--- config.mk ---
export PLATFORM = sky130hd
export DESIGN_NAME = lsu_align_unit
export DESIGN_NICKNAME = d
export VERILOG_FILES = /design/src/rtl/lsu_align_pkg.sv /design/src/rtl/lsu_align_unit_lane_gen.sv /design/src/rtl/lsu_align_unit.sv
export SDC_FILE = /design/constraint.sdc
export NUM_CORES = 1
export LEC_CHECK = 0
export BUFFER_PORTS_ARGS = -buffer_cell sky130_fd_sc_hd__buf_2
export CAP_MARGIN = 30
export CORE_AREA = 2 2 160 162
export DETAILED_ROUTE_END_ITERATION = 8
export DIE_AREA = 0 0 162 164
export PLACE_DENSITY = 0.74
export SLEW_MARGIN = 40
export SYNTH_ARGS = -nofsm -noshare
export SYNTH_HDL_FRONTEND = slang
export SYNTH_SLANG_ARGS = --single-unit
export TNS_END_PERCENT = 1
--- constraint.sdc ---
create_clock -name i_clk -period 6.5 [get_ports i_clk]
set_input_delay 1.95 -clock i_clk [delete_from_list [all_inputs] [get_ports i_clk]]
set_output_delay 1.95 -clock i_clk [all_outputs]
set_load 0.01 [all_outputs]
--- src/rtl/lsu_align_pkg.sv ---
// Shared types and helpers for the load/store alignment unit.
package lsu_align_pkg;

    // Access size encoded as log2 of the byte count.
    typedef enum logic [1:0] {
        SIZE_B = 2'd0,
        SIZE_H = 2'd1,
        SIZE_W = 2'd2,
        SIZE_D = 2'd3
    } size_e;

    // Control FSM states.
    typedef enum logic [2:0] {
        ST_IDLE     = 3'd0,
        ST_ISSUE_LO = 3'd1,
        ST_WAIT_LO  = 3'd2,
        ST_ISSUE_HI = 3'd3,
        ST_WAIT_HI  = 3'd4,
        ST_RESPOND  = 3'd5
    } state_e;

    // Number of bytes touched by an access of the given size.
    function automatic int unsigned size_bytes(input size_e size);
        return 32'd1 << size;
    endfunction

    // An access is split when its last byte falls into the next bus word.
    function automatic logic calc_split(input logic [3:0] off, input size_e size,
                                        input int unsigned lanes);
        return (32'(off) + size_bytes(size)) > lanes;
    endfunction

endpackage

--- src/rtl/lsu_align_unit_lane_gen.sv ---
// Combinational lane steering: byte enables and shifted store data for both
// beats of an access, derived from the byte offset and size.
module lsu_lane_gen
    import lsu_align_pkg::*;
#(
    parameter int DATA_WIDTH = 32,
    parameter int B          = DATA_WIDTH / 8,
    parameter int OFFW       = $clog2(B)
) (
    input  logic [OFFW-1:0]       i_off,
    input  size_e                 i_size,
    input  logic [DATA_WIDTH-1:0] i_wdata,
    output logic [B-1:0]          o_be_lo,
    output logic [B-1:0]          o_be_hi,
    output logic [DATA_WIDTH-1:0] o_wdata_lo,
    output logic [DATA_WIDTH-1:0] o_wdata_hi
);

    logic [B-1:0]            mask_b;
    logic [2*B-1:0]          be_sh;
    logic [2*DATA_WIDTH-1:0] wd_sh;
    int unsigned             n;

    // Shift the size mask and data across a double-width window; the upper
    // half of the window is exactly what spills into the high beat.
    always_comb begin
        n      = size_bytes(i_size);
        mask_b = '0;
        for (int unsigned i = 0; i < B; i++) begin
            mask_b[i] = (i < n);
        end
        be_sh      = {{B{1'b0}}, mask_b} << i_off;
        wd_sh      = {{DATA_WIDTH{1'b0}}, i_wdata} << {i_off, 3'b000};
        o_be_lo    = be_sh[B-1:0];
        o_be_hi    = be_sh[2*B-1:B];
        o_wdata_lo = wd_sh[DATA_WIDTH-1:0];
        o_wdata_hi = wd_sh[2*DATA_WIDTH-1:DATA_WIDTH];
    end

endmodule

--- src/rtl/lsu_align_unit.sv ---
// Load/store alignment unit: turns one core access into one or two aligned
// bus beats and returns extended load data with a single completion pulse.
//
// Handshakes: a transfer happens on a rising edge where valid and ready are
// both high; while valid is high and ready is low, the sender holds every
// payload signal stable. o_rsp_valid and i_bus_rvalid are unconditioned
// one-cycle pulses with no backpressure.
module lsu_align_unit
    import lsu_align_pkg::*;
#(
    parameter int DATA_WIDTH       = 32,
    parameter int ADDR_WIDTH       = 32,
    parameter bit ALLOW_MISALIGNED = 1'b1
) (
    input  logic                    i_clk,
    input  logic                    i_rst,
    input  logic                    i_req_valid,
    output logic                    o_req_ready,
    input  logic                    i_req_we,
    input  logic [1:0]              i_req_size,
    input  logic                    i_req_unsigned,
    input  logic [ADDR_WIDTH-1:0]   i_req_addr,
    input  logic [DATA_WIDTH-1:0]   i_req_wdata,
    output logic                    o_rsp_valid,
    output logic [DATA_WIDTH-1:0]   o_rsp_rdata,
    output logic                    o_rsp_misaligned,
    output logic                    o_bus_valid,
    input  logic                    i_bus_ready,
    output logic                    o_bus_we,
    output logic [ADDR_WIDTH-1:0]   o_bus_addr,
    output logic [DATA_WIDTH/8-1:0] o_bus_be,
    output logic [DATA_WIDTH-1:0]   o_bus_wdata,
    input  logic                    i_bus_rvalid,
    input  logic [DATA_WIDTH-1:0]   i_bus_rdata,
    output state_e                  o_dbg_state
);

    localparam int B    = DATA_WIDTH / 8;
    localparam int OFFW = $clog2(B);

    state_e                state_q, state_d;
    logic                  req_we_q, req_we_d;
    size_e                 req_size_q, req_size_d;
    logic                  req_unsigned_q, req_unsigned_d;
    logic [OFFW-1:0]       req_off_q, req_off_d;
    logic [DATA_WIDTH-1:0] req_wdata_q, req_wdata_d;
    logic                  split_q, split_d;
    logic [DATA_WIDTH-1:0] lo_data_q, lo_data_d;
    logic [DATA_WIDTH-1:0] hi_data_q, hi_data_d;
    logic                  bus_valid_q, bus_valid_d;
    logic                  bus_we_q, bus_we_d;
    logic [ADDR_WIDTH-1:0] bus_addr_q, bus_addr_d;
    logic [B-1:0]          bus_be_q, bus_be_d;
    logic [DATA_WIDTH-1:0] bus_wdata_q, bus_wdata_d;
    logic                  rsp_valid_q, rsp_valid_d;
    logic [DATA_WIDTH-1:0] rsp_rdata_q, rsp_rdata_d;
    logic                  rsp_mis_q, rsp_mis_d;

    // Lane generator looks at the incoming request while idle (so the first
    // beat can be registered on the accept edge) and at the latched one after.
    logic                  idle;
    logic [OFFW-1:0]       lg_off;
    size_e                 lg_size;
    logic [DATA_WIDTH-1:0] lg_wdata;
    logic [B-1:0]          be_lo, be_hi;
    logic [DATA_WIDTH-1:0] wdata_lo, wdata_hi;
    logic                  split_in;
    logic [ADDR_WIDTH-1:0] lo_addr_in;

    // Select lane-generator inputs and precompute incoming-request properties.
    always_comb begin
        idle       = (state_q == ST_IDLE);
        lg_off     = idle ? i_req_addr[OFFW-1:0] : req_off_q;
        lg_size    = idle ? size_e'(i_req_size) : req_size_q;
        lg_wdata   = idle ? i_req_wdata : req_wdata_q;
        split_in   = calc_split({{(4-OFFW){1'b0}}, i_req_addr[OFFW-1:0]},
                                size_e'(i_req_size), B);
        lo_addr_in = {i_req_addr[ADDR_WIDTH-1:OFFW], {OFFW{1'b0}}};
    end

    lsu_lane_gen #(
        .DATA_WIDTH(DATA_WIDTH)
    ) u_lane_gen (
        .i_off      (lg_off),
        .i_size     (lg_size),
        .i_wdata    (lg_wdata),
        .o_be_lo    (be_lo),
        .o_be_hi    (be_hi),
        .o_wdata_lo (wdata_lo),
        .o_wdata_hi (wdata_hi)
    );

    logic [DATA_WIDTH-1:0] rd_lo_src, rd_hi_src, rd_shift, rd_ext;
    int unsigned           rd_n;
    logic                  sign_bit;

    // Load extraction: the returning beat is used directly so the response
    // can be registered in the same cycle the data arrives.
    always_comb begin
        rd_lo_src = (state_q == ST_WAIT_LO) ? i_bus_rdata : lo_data_q;
        rd_hi_src = (state_q == ST_WAIT_HI) ? i_bus_rdata : hi_data_q;
        rd_shift  = DATA_WIDTH'({rd_hi_src, rd_lo_src} >> {req_off_q, 3'b000});
        rd_n      = size_bytes(req_size_q);
        sign_bit  = 1'b0;
        for (int unsigned i = 0; i < B; i++) begin
            if (i == rd_n - 1) begin
                sign_bit = rd_shift[8*i+7];
            end
        end
        rd_ext = '0;
        for (int unsigned i = 0; i < B; i++) begin
            if (i < rd_n) begin
                rd_ext[8*i +: 8] = rd_shift[8*i +: 8];
            end else begin
                rd_ext[8*i +: 8] = {8{sign_bit & ~req_unsigned_q}};
            end
        end
    end

    // Next-state and next-output logic of the control FSM.
    always_comb begin
        state_d        = state_q;
        req_we_d       = req_we_q;
        req_size_d     = req_size_q;
        req_unsigned_d = req_unsigned_q;
        req_off_d      = req_off_q;
        req_wdata_d    = req_wdata_q;
        split_d        = split_q;
        lo_data_d      = lo_data_q;
        hi_data_d      = hi_data_q;
        bus_valid_d    = bus_valid_q;
        bus_we_d       = bus_we_q;
        bus_addr_d     = bus_addr_q;
        bus_be_d       = bus_be_q;
        bus_wdata_d    = bus_wdata_q;
        rsp_valid_d    = 1'b0;
        rsp_rdata_d    = rsp_rdata_q;
        rsp_mis_d      = rsp_mis_q;

        unique case (state_q)
            ST_IDLE: begin
                if (i_req_valid) begin
                    req_we_d       = i_req_we;
                    req_size_d     = size_e'(i_req_size);
                    req_unsigned_d = i_req_unsigned;
                    req_off_d      = i_req_addr[OFFW-1:0];
                    req_wdata_d    = i_req_wdata;
                    split_d        = split_in;
                    if (split_in && !ALLOW_MISALIGNED) begin
                        state_d     = ST_RESPOND;
                        rsp_valid_d = 1'b1;
                        rsp_rdata_d = '0;
                        rsp_mis_d   = 1'b1;
                    end else begin
                        state_d     = ST_ISSUE_LO;
                        bus_valid_d = 1'b1;
                        bus_we_d    = i_req_we;
                        bus_addr_d  = lo_addr_in;
                        bus_be_d    = be_lo;
                        bus_wdata_d = wdata_lo;
                    end
                end
            end
            ST_ISSUE_LO: begin
                if (i_bus_ready) begin
                    if (!req_we_q) begin
                        state_d     = ST_WAIT_LO;
                        bus_valid_d = 1'b0;
                    end else if (split_q) begin
                        state_d     = ST_ISSUE_HI;
                        bus_addr_d  = bus_addr_q + ADDR_WIDTH'(B);
                        bus_be_d    = be_hi;
                        bus_wdata_d = wdata_hi;
                    end else begin
                        state_d     = ST_RESPOND;
                        bus_valid_d = 1'b0;
                        rsp_valid_d = 1'b1;
                        rsp_rdata_d = '0;
                        rsp_mis_d   = 1'b0;
                    end
                end
            end
            ST_WAIT_LO: begin
                if (i_bus_rvalid) begin
                    lo_data_d = i_bus_rdata;
                    if (split_q) begin
                        state_d     = ST_ISSUE_HI;
                        bus_valid_d = 1'b1;
                        bus_addr_d  = bus_addr_q + ADDR_WIDTH'(B);
                        bus_be_d    = be_hi;
                        bus_wdata_d = wdata_hi;
                    end else begin
                        state_d     = ST_RESPOND;
                        rsp_valid_d = 1'b1;
                        rsp_rdata_d = rd_ext;
                        rsp_mis_d   = 1'b0;
                    end
                end
            end
            ST_ISSUE_HI: begin
                if (i_bus_ready) begin
                    bus_valid_d = 1'b0;
                    if (!req_we_q) begin
                        state_d = ST_WAIT_HI;
                    end else begin
                        state_d     = ST_RESPOND;
                        rsp_valid_d = 1'b1;
                        rsp_rdata_d = '0;
                        rsp_mis_d   = 1'b0;
                    end
                end
            end
            ST_WAIT_HI: begin
                if (i_bus_rvalid) begin
                    hi_data_d   = i_bus_rdata;
                    state_d     = ST_RESPOND;
                    rsp_valid_d = 1'b1;
                    rsp_rdata_d = rd_ext;
                    rsp_mis_d   = 1'b0;
                end
            end
            ST_RESPOND: begin
                state_d = ST_IDLE;
            end
            default: begin
                state_d = ST_IDLE;
            end
        endcase
    end

    // State and output registers with synchronous reset.
    always_ff @(posedge i_clk) begin
        if (i_rst) begin
            state_q        <= ST_IDLE;
            req_we_q       <= 1'b0;
            req_size_q     <= SIZE_B;
            req_unsigned_q <= 1'b0;
            req_off_q      <= '0;
            req_wdata_q    <= '0;
            split_q        <= 1'b0;
            lo_data_q      <= '0;
            hi_data_q      <= '0;
            bus_valid_q    <= 1'b0;
            bus_we_q       <= 1'b0;
            bus_addr_q     <= '0;
            bus_be_q       <= '0;
            bus_wdata_q    <= '0;
            rsp_valid_q    <= 1'b0;
            rsp_rdata_q    <= '0;
            rsp_mis_q      <= 1'b0;
        end else begin
            state_q        <= state_d;
            req_we_q       <= req_we_d;
            req_size_q     <= req_size_d;
            req_unsigned_q <= req_unsigned_d;
            req_off_q      <= req_off_d;
            req_wdata_q    <= req_wdata_d;
            split_q        <= split_d;
            lo_data_q      <= lo_data_d;
            hi_data_q      <= hi_data_d;
            bus_valid_q    <= bus_valid_d;
            bus_we_q       <= bus_we_d;
            bus_addr_q     <= bus_addr_d;
            bus_be_q       <= bus_be_d;
            bus_wdata_q    <= bus_wdata_d;
            rsp_valid_q    <= rsp_valid_d;
            rsp_rdata_q    <= rsp_rdata_d;
            rsp_mis_q      <= rsp_mis_d;
        end
    end

    assign o_req_ready      = idle;
    assign o_rsp_valid      = rsp_valid_q;
    assign o_rsp_rdata      = rsp_rdata_q;
    assign o_rsp_misaligned = rsp_mis_q;
    assign o_bus_valid      = bus_valid_q;
    assign o_bus_we         = bus_we_q;
    assign o_bus_addr       = bus_addr_q;
    assign o_bus_be         = bus_be_q;
    assign o_bus_wdata      = bus_wdata_q;
    assign o_dbg_state      = state_q;

endmodule

# Word-level counts from Yosys, hierarchy flattened
# Index checks and enable logic that the tools add are counted.
[totals]
regBits = 209
input_bits = 105
wordCells = 140
out_inout_bits = 108
[op_classes]
eq_ne = 18
n_shift = 6
n_mux = 73
magnitude_cmp = 9
n_reduce_logical = 13
bitwise_logic = 2
add_sub_neg = 3
[ops]
columns = ["op", "count"]
rows = [
  ["two-way mux 32 bit", 21],
  ["one-hot mux 32 bit (3 select lines)", 2],
  ["< comparator 1 x 32 -> 1 bit, first input constant", 4],
  ["< comparator 2 x 32 -> 1 bit, first input constant", 4],
  ["one-hot mux 32 bit (4 select lines)", 1],
  ["left shift 1 x 2 -> 32 bit, first input constant", 3],
  ["== test 2 x 32 -> 1 bit, first input constant", 2],
  ["left shift 32 x 5 -> 64 bit", 1],
  [">> shifter 64 x 5 -> 32 bit", 1],
  ["adder 2 x 32 -> 32 bit", 1],
  ["adder 32 x 3 -> 32 bit, second input constant", 1],
  ["== test 1 x 32 -> 1 bit, first input constant", 1],
  ["greater-than comparator 32 x 3 -> 1 bit, second input constant", 1],
  ["logical NOT 32 bit", 1],
  ["two-way mux 8 bit", 4],
  ["subtractor 32 x 1 -> 32 bit, second input constant", 1],
  ["two-way mux 1 bit", 26],
  ["two-way mux 3 bit", 7],
  ["two-way mux 4 bit", 5],
  ["inequality test 2 bit, second input constant", 10],
  ["one-hot mux 3 bit (5 select lines)", 1],
  ["AND reduction 7 bit", 2],
  ["one-hot mux 1 bit (4 select lines)", 3],
  ["one-hot mux 4 bit (3 select lines)", 1],
  ["14 further kinds", 20],
]

# Longest topological paths before layout
# Gate-level depths: netlist of the first run.
[depth]
ltp_word = 12
ltp_mapped = 11
mapped_depth_nobuf = 9

# By module
# From an unflattened synthesis of the first run, not the netlist that was laid out.
[hier_totals]
hier_cells = 1336
area_unflattened_um2 = 11024.3
[by_module_without_submodules]
columns = ["module", "seq_area_each_um2", "n_inst", "cells_per_inst", "area_each_um2"]
rows = [
  ["lsu_align_unit", 3983.8, 1, 1220, 10157.2],
  ["lsu_lane_gen", 0.0, 1, 116, 867.1],
]

# Least setup slack after synthesis of the first run
# No wires, ideal clock.
[synth_timing]
path_kind = "reg2out"
startpoint = "register state_q[1] (netlist: o_dbg_state[1])"
endpoint = "output o_req_ready"
n_path_buf = 5
path_slack_ps = 2880
required_time_ps = 4550
stages_incl_launch_ff = 8
arrival_ps = 1670
path_cell_list = "dfxtp_1 buf_2 or3_1 clkbuf_1 inv_2 buf_4 buf_4 buf_2"
[synth_via]
elab_chain_len = 1
[synth_rtl]
columns = ["element", "line_no", "text"]
rows = [
  ["start: declaration", "lsu_align_unit.sv:41", "state_e state_q, state_d;"],
  ["start signal: assignment", "lsu_align_unit.sv:252", "state_q <= state_d;"],
  ["logical NOT 3 bit", "lsu_align_unit.sv:72", "idle = (state_q == ST_IDLE);"],
  ["end: declaration", "lsu_align_unit.sv:18", "output logic o_req_ready,"],
]
# Every way passes these cells.

# Final worst setup path of the first run
[layout_timing]
startpoint = "input i_req_valid"
endpoint = "register bus_addr_q[29] (netlist: o_bus_addr[29])"
[layout_via]
elab_chain_len = 2
[layout_rtl]
columns = ["element", "line_no", "text"]
rows = [
  ["start: declaration", "lsu_align_unit.sv:17", "input logic i_req_valid,"],
  ["inequality test 2 bit (no line)", "-", ""],
  ["AND reduction 5 bit (no line)", "-", ""],
  ["end signal: assignment", "lsu_align_unit.sv:263", "bus_addr_q <= bus_addr_d;"],
  ["end: declaration", "lsu_align_unit.sv:52", "logic [ADDR_WIDTH-1:0] bus_addr_q, bus_addr_d;"],
]
# Every way passes these cells.
# A chain may end at the register's enable or synchronous reset.

==> results of run 1 <==
## final timing paths
kind,to,cells past startpoint
worst min register to register,o_bus_wdata[30],2
worst max register to register,o_bus_wdata[23],7
worst max-delay path,o_bus_addr[29],7
worst min-delay path,o_bus_wdata[30],2
## sequential cells by signal (all words and copies together) (netlist names)
name and count:
split_q 1, o_bus_valid 1, req_size_q 2, o_bus_wdata 32
o_bus_we 1, o_rsp_valid 1, o_rsp_misaligned 1, req_wdata_q 32
o_rsp_rdata 32, o_dbg_state 3, o_bus_addr 30, o_bus_be 4
req_unsigned_q 1, hi_data_q 24, lo_data_q 32, req_off_q 2
## worst max-delay path, delay by kind of cell
family	cells	cell delay (ns)
simple gates	1	0.07
compound gates	3	1.58
mux	1	0.12
buf+inv	2	0.60
## where the power goes
group	total, mW	internal, mW	leakage, nW	switching [mW]
Sequential	1.50	1.36	1.62	0.137
Combinational	1.24	0.463	3.00	0.778
Clock	1.06	0.520	0.276	0.537
Total	3.80	2.34	4.90	1.45
## per-stage QoR
stage	power [mW]	utilization (%)	setup WS [ns]
2_1_floorplan	2.353	-	2.880
3_3_place_gp	2.698	48.59	2.042
3_5_place_dp	2.744	48.85	1.966
4_1_cts	3.793	51.15	2.423
5_1_grt	3.978	51.27	2.218
6_report	3.795	51.33	2.452
## synthesized netlist by cell type (7+ instances only)
cell	instances	share of area [%]
a211oi_1	17	1.2
clkbuf_1	76	2.6
inv_1	11	0.38
a22oi_1	9	0.62
dfxtp_1	199	36
nor2_1	64	2.2
o2bb2ai_1	12	0.96
o22ai_1	20	1.1
a221o_1	7	0.64
a221oi_1	23	1.8
buf_4	9	0.62
nand2b_1	12	0.69
nand2_1	287	9.8
o31ai_1	21	1.4
nor4b_1	8	0.64
mux2_2	18	1.9
buf_2	23	1.1
mux2i_1	115	11
o21ai_0	58	2.7
buf_1	7	0.24
a21oi_1	175	8.0
and2_1	8	0.46
nand3_1	26	1.2
o211ai_1	9	0.62
nor3_1	32	1.5
mux4_2	12	2.5
## final cells by class
| type | instances | area, sq um | area share [%] |
|---|---|---|---|
| Clock inverter | 13 | 131.4 | 1.031 |
| Inverter | 14 | 52.55 | 0.4125 |
| Timing Repair Buffer | 228 | 1224 | 9.606 |
| Sequential cell | 199 | 3986 | 31.29 |
| Clock buffer | 18 | 439.2 | 3.448 |
| Tap cell | 330 | 412.9 | 3.241 |
| Antenna cell | 9 | 22.52 | 0.1768 |
| Multi-Input combinational cell | 1035 | 6470 | 50.79 |
## cells by family after synthesis
kind of cell             synth area share [%]
flip-flops                              36.37
XOR/XNOR                              0.07998
AO/OA/AOI/OAI                           22.80
multiplexers                            15.03
buffers and inverters                   5.198
AND/OR/NAND/NOR                         19.96
other                                 0.03424
adder cells (fa/ha/maj)                0.5255
## per-layer routing
metal  GRT usage (%)  up-vias  wire length [um]
li1                -     5201                 -
met2           39.19      466             15360
met1           32.85     5103             14620
met5               0        -                41
met4           10.26        6              1232
met3           5.303       89              2854
==> flow_metrics.env, run 1 <==
export IMPL_setup_violations_final=0
export IMPL_layout_drive_gt1_share_pct=21.83
export IMPL_slew_viol_final=0
export IMPL_start_util_pct=44.13
export IMPL_reg2reg_from="o_dbg_state[1]"
export IMPL_ys_seq_elements=199
export IMPL_portBuffers=210
export IMPL_cts_hold_buf=0
export IMPL_rsz0062_at_grt="no"
export IMPL_skew_ns=0.01722
export IMPL_dp_hpwl_um=23710
export IMPL_synth_ff_type="dfxtp_1"
export IMPL_finalInstanceArea_sq_um=12740
export IMPL_first_iter_violations=983
export IMPL_worst_slew_pin_slew_ns=0.8487
export IMPL_drc=0
export IMPL_antenna_found_initial=9
export IMPL_crit_required_ns=6.80
export IMPL_critPathKind="in2reg"
export IMPL_path_max_fanout=46
export IMPL_gr_total_overflow=0
export IMPL_hold_violations=0
export IMPL_post_cts_buffers=0
export IMPL_fp_dieH_um=164
export IMPL_end_kind="register"
export IMPL_whs_ns=0.4523
export IMPL_grt_pass1_wl_um=52690
export IMPL_wl_um=34110
export IMPL_cts_tree="built"
export IMPL_nets=1604
export IMPL_slew_headroom_pct=43.21
export IMPL_ys_async_sr_fraction_pct=0
export IMPL_grt_max_degree=85
export IMPL_final_cell_mix="287 x nand2_1, 209 x buf_2, 197 x dfxtp_1, 174 x a21oi_1, 115 x mux2i_1"
export IMPL_syn_area_sq_um=10950
export IMPL_fillers=2399
export IMPL_dieArea_sq_um=26570
export IMPL_die_w_um=162
export IMPL_p_per_area_nw_per_um2=298.0
export IMPL_outcome="finished, final reports clean"
export IMPL_stdcell_count=1846
export IMPL_worst_setup_path_start_kind="input port"
export IMPL_groute_usage_overall_pct=24.75
export IMPL_ant_nets=0
export IMPL_cts_clk_slew_worst_paths_ns=0.08
export IMPL_synth_cell_types=76
export IMPL_cts_root_buf="clkbuf_16"
export IMPL_clockBufferDepth=2
export IMPL_fin_crit_ns=4.048
export IMPL_clock_fmax_ghz=0.2470
export IMPL_arrival_ns=4.35
export IMPL_yosysSeqAreaShare_pct=36.37
export IMPL_via_per_inst=5.886
export IMPL_syn_inst=1364
export IMPL_avgSynthCellArea_sq_um=8.030
export IMPL_insertion_delay_ns=0.45
export IMPL_post_drt_wl_per_cell_um=18.48
export IMPL_synth_edff_count=0
export IMPL_cp_slowest_cell="o21a_2"
export IMPL_startpoint="i_req_valid"
export IMPL_maxCapViolations=0
export IMPL_hp_start="o_bus_wdata[30]"
export IMPL_dpl_instance_area_sq_um=12120
export IMPL_grt_pass1_vias=9972
export IMPL_period_share_pct=62.28
export IMPL_path_cells="buf_2 > mux2i_1 > a211oi_2 > o21a_2 > buf_4 > nor2_1 > a2111oi_0"
export IMPL_max_stage_delay_ns=0.69
export IMPL_dp_cells=1806
export IMPL_regToRegSetupSlack_ns=3.02
export IMPL_coreArea_sq_um=24820
export IMPL_cts_resized=0
export IMPL_finalSetupTns_ns=0
export IMPL_drtPass1Iterations=5
export IMPL_htree_levels=4
export IMPL_ys_warn_count=0
export IMPL_place_gp_congestion=0.8771
export IMPL_io_pins=213
export IMPL_min_path_type="reg2reg"
export IMPL_clkSinkCount=199
export IMPL_ir_drop_uv=187.9
export IMPL_syn_to_final_growth_pct=16.30
export IMPL_rows=58
export IMPL_final_common_cell="nand2_1"
export IMPL_vias=10870
export IMPL_numCtsBuffers=17
export IMPL_p_leak_nw=4.901
Power figures use the tool's default switching activity.
==> inputs of run 2 (changes only) <==
Settings changed: PLACE_DENSITY 0.74 to 0.77.
Clock period 6.5 ns to 3.5 ns, I/O delays scaled along.
==> run 2 against run 1 <==
Against the previous run: die area unchanged; sequential share of layout area decreased by 0.38 points; sequential power rose by 85%; setup slack worse by 2.0 ns; via count increased by 1.1%.
==> flow_metrics.env, run 2 (synthesis results as in run 1) <==
export IMPL_p_int_mw=4.451
export IMPL_seqPwrFrac_pct=38.7
export IMPL_syn_to_final_growth_pct=17.69
export IMPL_arrival_ns=2.04
export IMPL_regToRegSetupSlack_ns=0.65
export IMPL_gr_total_overflow=0
export IMPL_finalSetupTns_ns=0
export IMPL_via_per_inst=5.885
export IMPL_period_share_pct=88.38
export IMPL_insertion_delay_ns=0.45
export IMPL_combPwrFrac_pct=32.5
export IMPL_final_util_pct=51.94
export IMPL_place_gp_congestion=0.9289
export IMPL_min_to="o_bus_wdata[31]"
export IMPL_end_kind="output port"
export IMPL_power_mw=7.179
export IMPL_cpLargestDelayFamily="simple AND/OR/NAND/NOR gates"
export IMPL_wl_um=33980
export IMPL_path_cells="or3_1 > inv_2 > buf_2"
export IMPL_nets=1622
export IMPL_first_iter_violations=1122
export IMPL_drtPass1Iterations=8
export IMPL_p_sw_mw=2.728
export IMPL_clkPwrFrac_pct=28.8
export IMPL_io_pins=213
export IMPL_rows=58
export IMPL_post_drt_wl_per_cell_um=18.21
export IMPL_dp_cells=1824
export IMPL_setup_violations_final=0
export IMPL_reg2reg_from="o_dbg_state[1]"
export IMPL_cts_clk_slew_worst_paths_ns=0.08
export IMPL_hold_path_depth=2
export IMPL_fp_dieH_um=164
export IMPL_ant_nets=0
export IMPL_p_leak_nw=5.007
export IMPL_clkSinkCount=199
export IMPL_outcome="finished, final reports clean"
export IMPL_start_util_pct=44.13
export IMPL_clockBufferDepth=2
export IMPL_hold_violations=0
export IMPL_critPathKind="reg2out"
export IMPL_maxCapViolations=0
export IMPL_fin_ws_ns=0.4069
export IMPL_min_path_type="reg2reg"
export IMPL_slew_headroom_pct=44.62
export IMPL_reg2reg_to="o_bus_wdata[9]"
export IMPL_drc=0
export IMPL_die_w_um=162
export IMPL_skew_ns=0.01375
export IMPL_max_stage_delay_ns=0.56
export IMPL_rsz0062_at_grt="no"
export IMPL_worst_slew_pin_slew_ns=0.8276
export IMPL_p_sw_share_pct=38.00
export IMPL_fin_crit_ns=3.093
export IMPL_vias=10980
export IMPL_grt_pass1_vias=10060
export IMPL_groute_usage_overall_pct=24.96
export IMPL_grt_max_degree=94
export IMPL_ir_drop_uv=334.0
export IMPL_dp_hpwl_um=23780
export IMPL_layout_drive_gt1_share_pct=22.41
export IMPL_portBuffers=210
export IMPL_coreArea_sq_um=24820
export IMPL_cp_slowest_cell="or3_1"
export IMPL_dieArea_sq_um=26570
export IMPL_cts_root_buf="clkbuf_16"
export IMPL_p_per_area_nw_per_um2=556.9
export IMPL_cts_resized=0
export IMPL_worst_setup_path_start_kind="register"
export IMPL_post_cts_buffers=0
export IMPL_path_buf_inv=2
export IMPL_antenna_found_initial=14
export IMPL_numCtsBuffers=17
export IMPL_path_max_fanout=20
export IMPL_slew_viol_final=0
export IMPL_clock_fmax_ghz=0.3233
export IMPL_hp_start="o_bus_wdata[31]"
export IMPL_ff2ff_path_depth=6
export IMPL_final_cell_mix="287 x nand2_1, 209 x buf_2, 198 x dfxtp_1, 175 x a21oi_1, 115 x mux2i_1"
export IMPL_cts_hold_buf=0
export IMPL_pre_cts_ws_ns=0.5069
export IMPL_cts_tree="built"
export IMPL_final_common_cell="nand2_1"
export IMPL_stdcell_count=1866
export IMPL_crit_required_ns=2.45
export IMPL_grt_pass1_wl_um=53710
export IMPL_htree_levels=4
run 2: cell types whose count changed in the layout (fill, tap and decap cells not counted), moves of 2 or more:
| cell | delta |
|---|---|
| buf_4 | +18 |
| clkinvlp_4 | -2 |
| buf_12 | +3 |
| clkinv_8 | +2 |
| inv_6 | -2 |
run 2: worst max-delay path by stage:
stage / startpoint / end / cells past startpoint
floorplan: o_dbg_state[1] / o_req_ready / 7
global placement: i_req_valid / o_bus_wdata[26] / 8
detailed placement: i_req_valid / o_bus_addr[27] / 7
CTS: o_dbg_state[1] / o_req_ready / 3
global route: o_dbg_state[1] / o_req_ready / 3
finish: o_dbg_state[1] / o_req_ready / 3
run 2: metrics by stage:
| step | hold WS, ns | area [sq um] |
|---|---|---|
| 6_report | 0.4553 | 12890 |
| 3_3_place_gp | 0.4352 | 12250 |
| 3_5_place_dp | 0.4424 | 12250 |
| 2_1_floorplan | 0.4331 | 10960 |
| 4_1_cts | 0.4562 | 12860 |
| 5_1_grt | 0.4761 | 12880 |
run 2: per-layer routing:
layer  vias up  share of wire [%]  GRT usage, %
li1       5240                  -             -
met1      5176                 43         33.45
met2       471                 45         38.68
met3        88                8.0         5.657
met4         6                3.7         10.78
met5         -               0.12             0
run 2: worst register-to-register path, cell delays in order (launching register included):
cell and delay [ns]:
dfxtp_1 0.53, or3_1 0.56, inv_2 0.28, mux2i_4 0.65
nor2_4 0.22, a221oi_1 0.39, nor3_1 0.08
run 2: final cells by class:
type | instances | area [sq um]
Fill cell | 2370 | 11930
Multi-Input combinational cell | 1035 | 6439
Sequential cell | 199 | 3985
Timing Repair Buffer | 246 | 1365
Clock buffer | 17 | 425.4
Tap cell | 330 | 412.9
Clock inverter | 15 | 186.4
Inverter | 14 | 52.55
Antenna cell | 10 | 25.02
run 2: power groups by stage:
stage	Sequential, mW	Combinational, mW	Clock [mW]
2_1_floorplan	2.84	1.53	0
5_1_grt	2.82	2.56	2.18
4_1_cts	2.77	2.31	2.08
6_report	2.78	2.34	2.07
3_5_place_dp	2.82	2.30	0
3_3_place_gp	2.81	2.25	0
